[src/rtl/uart_pkg.sv]
// uart_pkg: shared definitions for the serial receive path.
//   - uart_state_e : receiver FSM states
//   - OVERSAMPLE, MID_SAMPLE, DATA_BITS : frame timing constants
//   - calc_div()   : clkin cycles per oversampling tick
package uart_pkg;

    localparam int OVERSAMPLE = 16;
    localparam int MID_SAMPLE = 7;
    localparam int DATA_BITS  = 8;

    typedef enum logic [2:0] {
        IDLE  = 3'd0,
        START = 3'd1,
        DATA  = 3'd2,
        STOP  = 3'd3,
        BREAK = 3'd4
    } uart_state_e;

    // Truncating division; callers must keep the result >= 2.
    function automatic int calc_div(input int clk_freq, input int baud);
        return clk_freq / (baud * OVERSAMPLE);
    endfunction

endpackage

[src/rtl/uart_rx_if.sv]
// uart_rx_if: byte delivery channel from the receiver to the CPU-side IO bus.
//   rx_data  : received byte
//   rx_valid : holding register full
//   rx_ready : consumer accepts the held byte
// Handshake: a byte transfers on every clkin edge where rx_valid and rx_ready
// are both 1. While rx_valid=1 and rx_ready=0 the producer keeps rx_data
// stable; rx_ready may be raised or lowered at any time.
interface uart_rx_if;
    import uart_pkg::*;

    logic [DATA_BITS-1:0] rx_data;
    logic                 rx_valid;
    logic                 rx_ready;

    modport master (output rx_data, output rx_valid, input rx_ready);
    modport slave  (input rx_data, input rx_valid, output rx_ready);
endinterface

[src/rtl/uart_baud_tick.sv]
// uart_baud_tick: oversampling tick divider.
//   clkin : system clock
//   rst   : asynchronous active-low reset
//   run   : count enable; when 0 the count is held at 0
//   tick  : one-cycle strobe every DIV cycles of run
module uart_baud_tick #(
    parameter int DIV = 10
) (
    input  logic clkin,
    input  logic rst,
    input  logic run,
    output logic tick
);

    localparam int            CW   = $clog2(DIV);
    localparam logic [CW-1:0] LAST = CW'(DIV - 1);

    logic [CW-1:0] cnt;

    always_ff @(posedge clkin or negedge rst) begin
        if (!rst) begin
            cnt <= '0;
        end else if (!run || cnt == LAST) begin
            cnt <= '0;
        end else begin
            cnt <= cnt + CW'(1);
        end
    end

    assign tick = run && (cnt == LAST);

endmodule

[src/rtl/uart_rx.sv]
// uart_rx: 8N1 serial receiver with 16x oversampling and a one-entry
// valid/ready holding register.
//   clkin     : system clock
//   rst       : asynchronous active-low reset
//   clken     : receiver enable; 0 aborts any frame in progress
//   rxd       : asynchronous serial line, idle high
//   bus       : byte delivery channel (rx_data / rx_valid / rx_ready)
//   frame_err : one-cycle pulse, stop bit sampled 0
//   overrun   : one-cycle pulse, byte dropped because holding register full
//   busy      : FSM not in IDLE
//   state_dbg : current FSM state
module uart_rx
    import uart_pkg::*;
#(
    parameter int CLK_FREQ = 100000000,
    parameter int BAUD     = 115200
) (
    input  logic          clkin,
    input  logic          rst,
    input  logic          clken,
    input  logic          rxd,
    uart_rx_if.master     bus,
    output logic          frame_err,
    output logic          overrun,
    output logic          busy,
    output uart_state_e   state_dbg
);

    localparam int DIV = calc_div(CLK_FREQ, BAUD);

    localparam logic [3:0] MID_S    = 4'(MID_SAMPLE);
    localparam logic [3:0] LAST_S   = 4'(OVERSAMPLE - 1);
    localparam logic [2:0] LAST_BIT = 3'(DATA_BITS - 1);

    uart_state_e          state;
    logic                 sync1, rxs, rxs_q;
    logic [3:0]           sample;
    logic [2:0]           bit_cnt;
    logic [DATA_BITS-1:0] shreg;
    logic [DATA_BITS-1:0] data_q;
    logic                 valid_q;
    logic                 frame_err_q, overrun_q;
    logic                 tick;

    // Two-stage synchronizer; rxs_q is only used to find the falling edge,
    // so a line that is already low when the receiver is enabled never
    // starts a frame mid-character.
    always_ff @(posedge clkin or negedge rst) begin
        if (!rst) begin
            sync1 <= 1'b1;
            rxs   <= 1'b1;
            rxs_q <= 1'b1;
        end else begin
            sync1 <= rxd;
            rxs   <= sync1;
            rxs_q <= rxs;
        end
    end

    uart_baud_tick #(.DIV(DIV)) u_tick (
        .clkin (clkin),
        .rst   (rst),
        .run   (clken && (state != IDLE)),
        .tick  (tick)
    );

    always_ff @(posedge clkin or negedge rst) begin
        if (!rst) begin
            state       <= IDLE;
            sample      <= '0;
            bit_cnt     <= '0;
            shreg       <= '0;
            data_q      <= '0;
            valid_q     <= 1'b0;
            frame_err_q <= 1'b0;
            overrun_q   <= 1'b0;
        end else begin
            frame_err_q <= 1'b0;
            overrun_q   <= 1'b0;

            // Consumer side; a load below in the same cycle wins.
            if (valid_q && bus.rx_ready) begin
                valid_q <= 1'b0;
            end

            if (!clken) begin
                state   <= IDLE;
                sample  <= '0;
                bit_cnt <= '0;
            end else begin
                case (state)
                    IDLE: begin
                        sample  <= '0;
                        bit_cnt <= '0;
                        if (rxs_q && !rxs) begin
                            state <= START;
                        end
                    end
                    START: begin
                        if (tick) begin
                            if (sample == MID_S) begin
                                // Sample counter restarts at mid start bit,
                                // so sample 15 lands mid-bit from here on.
                                sample <= '0;
                                state  <= rxs ? IDLE : DATA;
                            end else begin
                                sample <= sample + 4'd1;
                            end
                        end
                    end
                    DATA: begin
                        if (tick) begin
                            sample <= sample + 4'd1;
                            if (sample == LAST_S) begin
                                shreg   <= {rxs, shreg[DATA_BITS-1:1]};
                                bit_cnt <= bit_cnt + 3'd1;
                                if (bit_cnt == LAST_BIT) begin
                                    state <= STOP;
                                end
                            end
                        end
                    end
                    STOP: begin
                        if (tick) begin
                            sample <= sample + 4'd1;
                            if (sample == LAST_S) begin
                                if (rxs) begin
                                    if (!valid_q || bus.rx_ready) begin
                                        data_q  <= shreg;
                                        valid_q <= 1'b1;
                                    end else begin
                                        overrun_q <= 1'b1;
                                    end
                                    state <= IDLE;
                                end else begin
                                    frame_err_q <= 1'b1;
                                    state       <= BREAK;
                                end
                            end
                        end
                    end
                    BREAK: begin
                        if (rxs) begin
                            state <= IDLE;
                        end
                    end
                    default: state <= IDLE;
                endcase
            end
        end
    end

    assign bus.rx_data  = data_q;
    assign bus.rx_valid = valid_q;
    assign frame_err    = frame_err_q;
    assign overrun      = overrun_q;
    assign busy         = (state != IDLE);
    assign state_dbg    = state;

endmodule

[src/flat_wrapper.sv]
// flat-port wrapper written by rule: the top's interface ports become plain ports
module uart_rx_flat import uart_pkg::*;
#(
    parameter int CLK_FREQ = 100000000,
    parameter int BAUD     = 115200
)
  (clkin, rst, clken, rxd, frame_err, overrun, busy, state_dbg, bus_rx_data, bus_rx_valid, bus_rx_ready);
  uart_rx_if bus_i ();
  input  logic clkin;
  input  logic rst;
  input  logic clken;
  input  logic rxd;
  output logic frame_err;
  output logic overrun;
  output logic busy;
  output uart_state_e state_dbg;
  output wire logic [$bits(bus_i.rx_data)-1:0] bus_rx_data;
  output wire logic [$bits(bus_i.rx_valid)-1:0] bus_rx_valid;
  input wire logic [$bits(bus_i.rx_ready)-1:0] bus_rx_ready;
  assign bus_rx_data = bus_i.rx_data;
  assign bus_rx_valid = bus_i.rx_valid;
  assign bus_i.rx_ready = bus_rx_ready;
  uart_rx #(.CLK_FREQ(CLK_FREQ), .BAUD(BAUD)) u_core (.clkin(clkin), .rst(rst), .clken(clken), .rxd(rxd), .bus(bus_i), .frame_err(frame_err), .overrun(overrun), .busy(busy), .state_dbg(state_dbg));
endmodule
[config.mk]
export PLATFORM = sky130hd
export DESIGN_NAME = uart_rx_flat
export DESIGN_NICKNAME = d
export VERILOG_FILES = /design/src/rtl/uart_pkg.sv /design/src/rtl/uart_rx_if.sv /design/src/rtl/uart_baud_tick.sv /design/src/rtl/uart_rx.sv /design/src/flat_wrapper.sv
export SDC_FILE = /design/constraint.sdc
export NUM_CORES = 1
export LEC_CHECK = 0
export CAP_MARGIN = 20
export CORE_UTILIZATION = 62
export CTS_BUF_LIST = sky130_fd_sc_hd__clkbuf_8
export CTS_CLUSTER_DIAMETER = 80
export DETAILED_ROUTE_END_ITERATION = 7
export GPL_ROUTABILITY_DRIVEN = 0
export PLACE_DENSITY = 0.95
export REMOVE_ABC_BUFFERS = 1
export SYNTH_ARGS = -nofsm -noshare
export SYNTH_HDL_FRONTEND = slang
export SYNTH_SLANG_ARGS = --single-unit
[constraint.sdc]
create_clock -name clkin -period 4.1 [get_ports clkin]
set_clock_uncertainty 0.1 [all_clocks]
set_input_delay 0.82 -clock clkin [delete_from_list [all_inputs] [get_ports clkin]]
set_output_delay 0.82 -clock clkin [all_outputs]
set_load 0.1 [all_outputs]
==> out/qor.yml <==
outcome:
  status: "finished, final reports clean"
timing:
  final_hold_viol_count: 0
  worst_slew_pin_slew_ns: 0.980
  slew_headroom: 0.345
  fin_setup_tns_ns: 0
  finalSetupViolations: 0
  rsz0062_at_grt: "no"
  fmax_mhz: 310
  period_share: 0.786
  slew_viol_final: 0
  fin_crit_ns: 3.22
route:
  met2RoutedLength_mm: 1.96
  routedWlPerCell_um: 18.1
  drt_iter0_markers: 83
  vias_per_cell: 6.25
  met1_length_mm: 1.49
  route.detailed.drc: 0
  top_layer: "met4"
  vias: 1275
  wl_mm: 3.69
  ant_nets: 0
  route.met3.wl_um: 174
  first_pass_iters: 4
job:
  drv_cap: 0
clock_network:
  htreeDepth: 2
  cts_tree: "yes"
  post_cts_buffers: 0
  clk_pin_slew_ns: 0.07
  cts_hold_buffers: 0
  cts.sinks: 38
  clockBufferDepth: 2
  cts-root-buf: "clkbuf_8"
  cts_resized: 0
  clock_latency_ns: 0.30
  cts_buffers: 5
place:
  dp_cells: 195
  dpl.hpwl_mm: 2.52
  placed_area_sq_mm: 0.00199
  port_buffers: 19
logic_synthesis:
  yosys.area.top_type: "dfrtp_1"
  synthTopCellsByArea: "dfrtp_1, mux2_4, mux2_2, dfstp_2, ha_1"
  netlist_area_sq_mm: 0.00179
  yosysUniqueCellTypes: 39
  synth_flop_cell: "dfrtp_1"
  ys_warn_count: 0
  synth_top_area_frac: 0.491
  yosysSeqAreaShare: 0.535
  synthArstFlopShare: 1.00
  yosys_register_bits: 38
  syn_area_per_cell_sq_um: 11.9
  synth_edf_count: 0
  syn_inst: 150
die:
  die_h_um: 55.7
  num_rows: 19
  die-area_sq_mm: 0.00310
  io_pins: 20
  start_util: 0.653
  die_width_um: 55.7
  core_area_sq_mm: 0.00273
pwr:
  p_per_area_mw_per_mm2: 438
  static-leakage-power_uw: 0.000971
  intPower_uw: 638
  p_comb_frac: 0.212
  p_total_uw: 934
  switching_share: 0.317
  ir_drop_mv: 0.487
  seqPwrFrac: 0.435
  p_switching_uw: 296
  clockPowerShare: 0.352
finish:
  postLayoutCellArea_sq_mm: 0.00213
  nFillCells: 175
  mostFrequentLayoutCell: "dfrtp_1"
  drive_gt1_frac: 0.202
  nets: 182
  post-route-util: 0.779
  instances_no_fill: 204
  syn2layout_area_growth_pct: 19.3
  antenna_cells: 0
  multiInputGateArea_sq_um: 783
  regArea_sq_um: 955
  layout_common_cells: "dfrtp_1, clkdlybuf4s50_1, nand2_1, nor2_1, mux2_2"
setup_path:
  path_class: "reg -> out"
  required_ns: 3.18
  r2r_cells: 6
  crit_fanout: 15
  regToRegStartpoint: "u_core.bit_cnt[0]"
  cp-start-kind: "register"
  endpoint_kind: "primary output"
  arrival_ns: 2.30
  timing.rr.end: "u_core.state_dbg[2]"
  ff2ff_setup_slack_ns: 1.94
hold_path:
  min_to: "u_core.rxs"
  hold_path_class: "reg -> reg"
  min_from: "u_core.sync1"
  hold_path_depth: 0
global_routing:
  grt_pass1_wl_mm: 6.47
  grt-ovfl-total: 0
  track_usage: 0.280
  grt_max_degree: 25
  antenna_found_initial: 0
  grt_pass1_vias: 1401
-- synth_stat cells (all sizes together), types with 2 or more instances --
library cell	n
a2111oi	2
a21oi	2
and3	2
and4b	2
buf	4
clkbuf	3
dfrtp	35
dfstp	3
ha	5
mux2	17
mux2i	3
nand2	15
nand2b	4
nand3	7
nand4	4
nor2	14
nor3	3
o21a	2
o21ai	2
o221ai	3
o2bb2ai	2
or3	2
xnor2	2
xor2	2
-- per-layer routing --
| metal | GRT usage | vias to the layer above |
|---|---|---|
| met5 | 0 | - |
| met4 | 0.114 | 0 |
| met3 | 0.0884 | 10 |
| met2 | 0.466 | 46 |
| met1 | 0.337 | 635 |
| li1 | - | 584 |
-- sequential cells by signal, summed over array words and instances, names as in the netlist, 3 cells and up --
name,count
u_core.bus.rx_data,8
u_core.shreg,8
u_core.u_tick.cnt,6
u_core.sample,4
u_core.bit_cnt,3
u_core.state_dbg,3
-- power by group through the flow --
stage	Sequential, uW	Clock, uW	Combinational (uW)
floorplan	446	0	104
global placement	412	0	186
detailed placement	413	0	193
CTS	406	331	194
global route	409	348	214
finish	406	329	198
-- metrics by stage --
step	setup WS, ns	hold WS (ns)
global placement	1.26	0.246
detailed placement	1.18	0.251
CTS	0.884	0.267
global route	0.823	0.270
finish	0.879	0.268
floorplan	1.23	0.245
-- final cells by class --
cell class	instances	share of cell area
Clock buffer	6	0.0388
Clock inverter	2	0.0159
Inverter	1	0.00176
Multi-Input combinational cell	104	0.368
Sequential cell	38	0.448
Tap cell	31	0.0182
Timing Repair Buffer	22	0.109
-- critical path, cell delays in order, from the launching register on --
cell and delay [ns]:
dfrtp_1 0.54, or3_1 0.47, clkdlybuf4s50_1 1.00
-- how the worst max path moves through the flow --
stage / startpoint / end / slack [ns] / cells past startpoint
floorplan: u_core.state_dbg[2] / busy / 1.23 / 1
global placement: u_core.state_dbg[1] / busy / 1.26 / 2
detailed placement: clken / u_core.bus.rx_data[4] / 1.18 / 5
CTS: u_core.state_dbg[1] / busy / 0.88 / 2
finish: u_core.state_dbg[1] / busy / 0.88 / 2
global route: u_core.state_dbg[1] / busy / 0.82 / 2
-- cell families (layout without fill, tap and decap cells) --
kind of cell	count (synthesis)	count (layout)	share of synthesized area
buffers and inverters	8	31	0.0266
AOI/OAI and AO/OA	16	16	0.0673
muxes	20	20	0.141
adders and majority gates	5	5	0.0350
and+or+nand+nor	59	59	0.176
xor gates and xnor gates	4	4	0.0196
DFF	38	38	0.535
(Power assumes the default switching activity.)
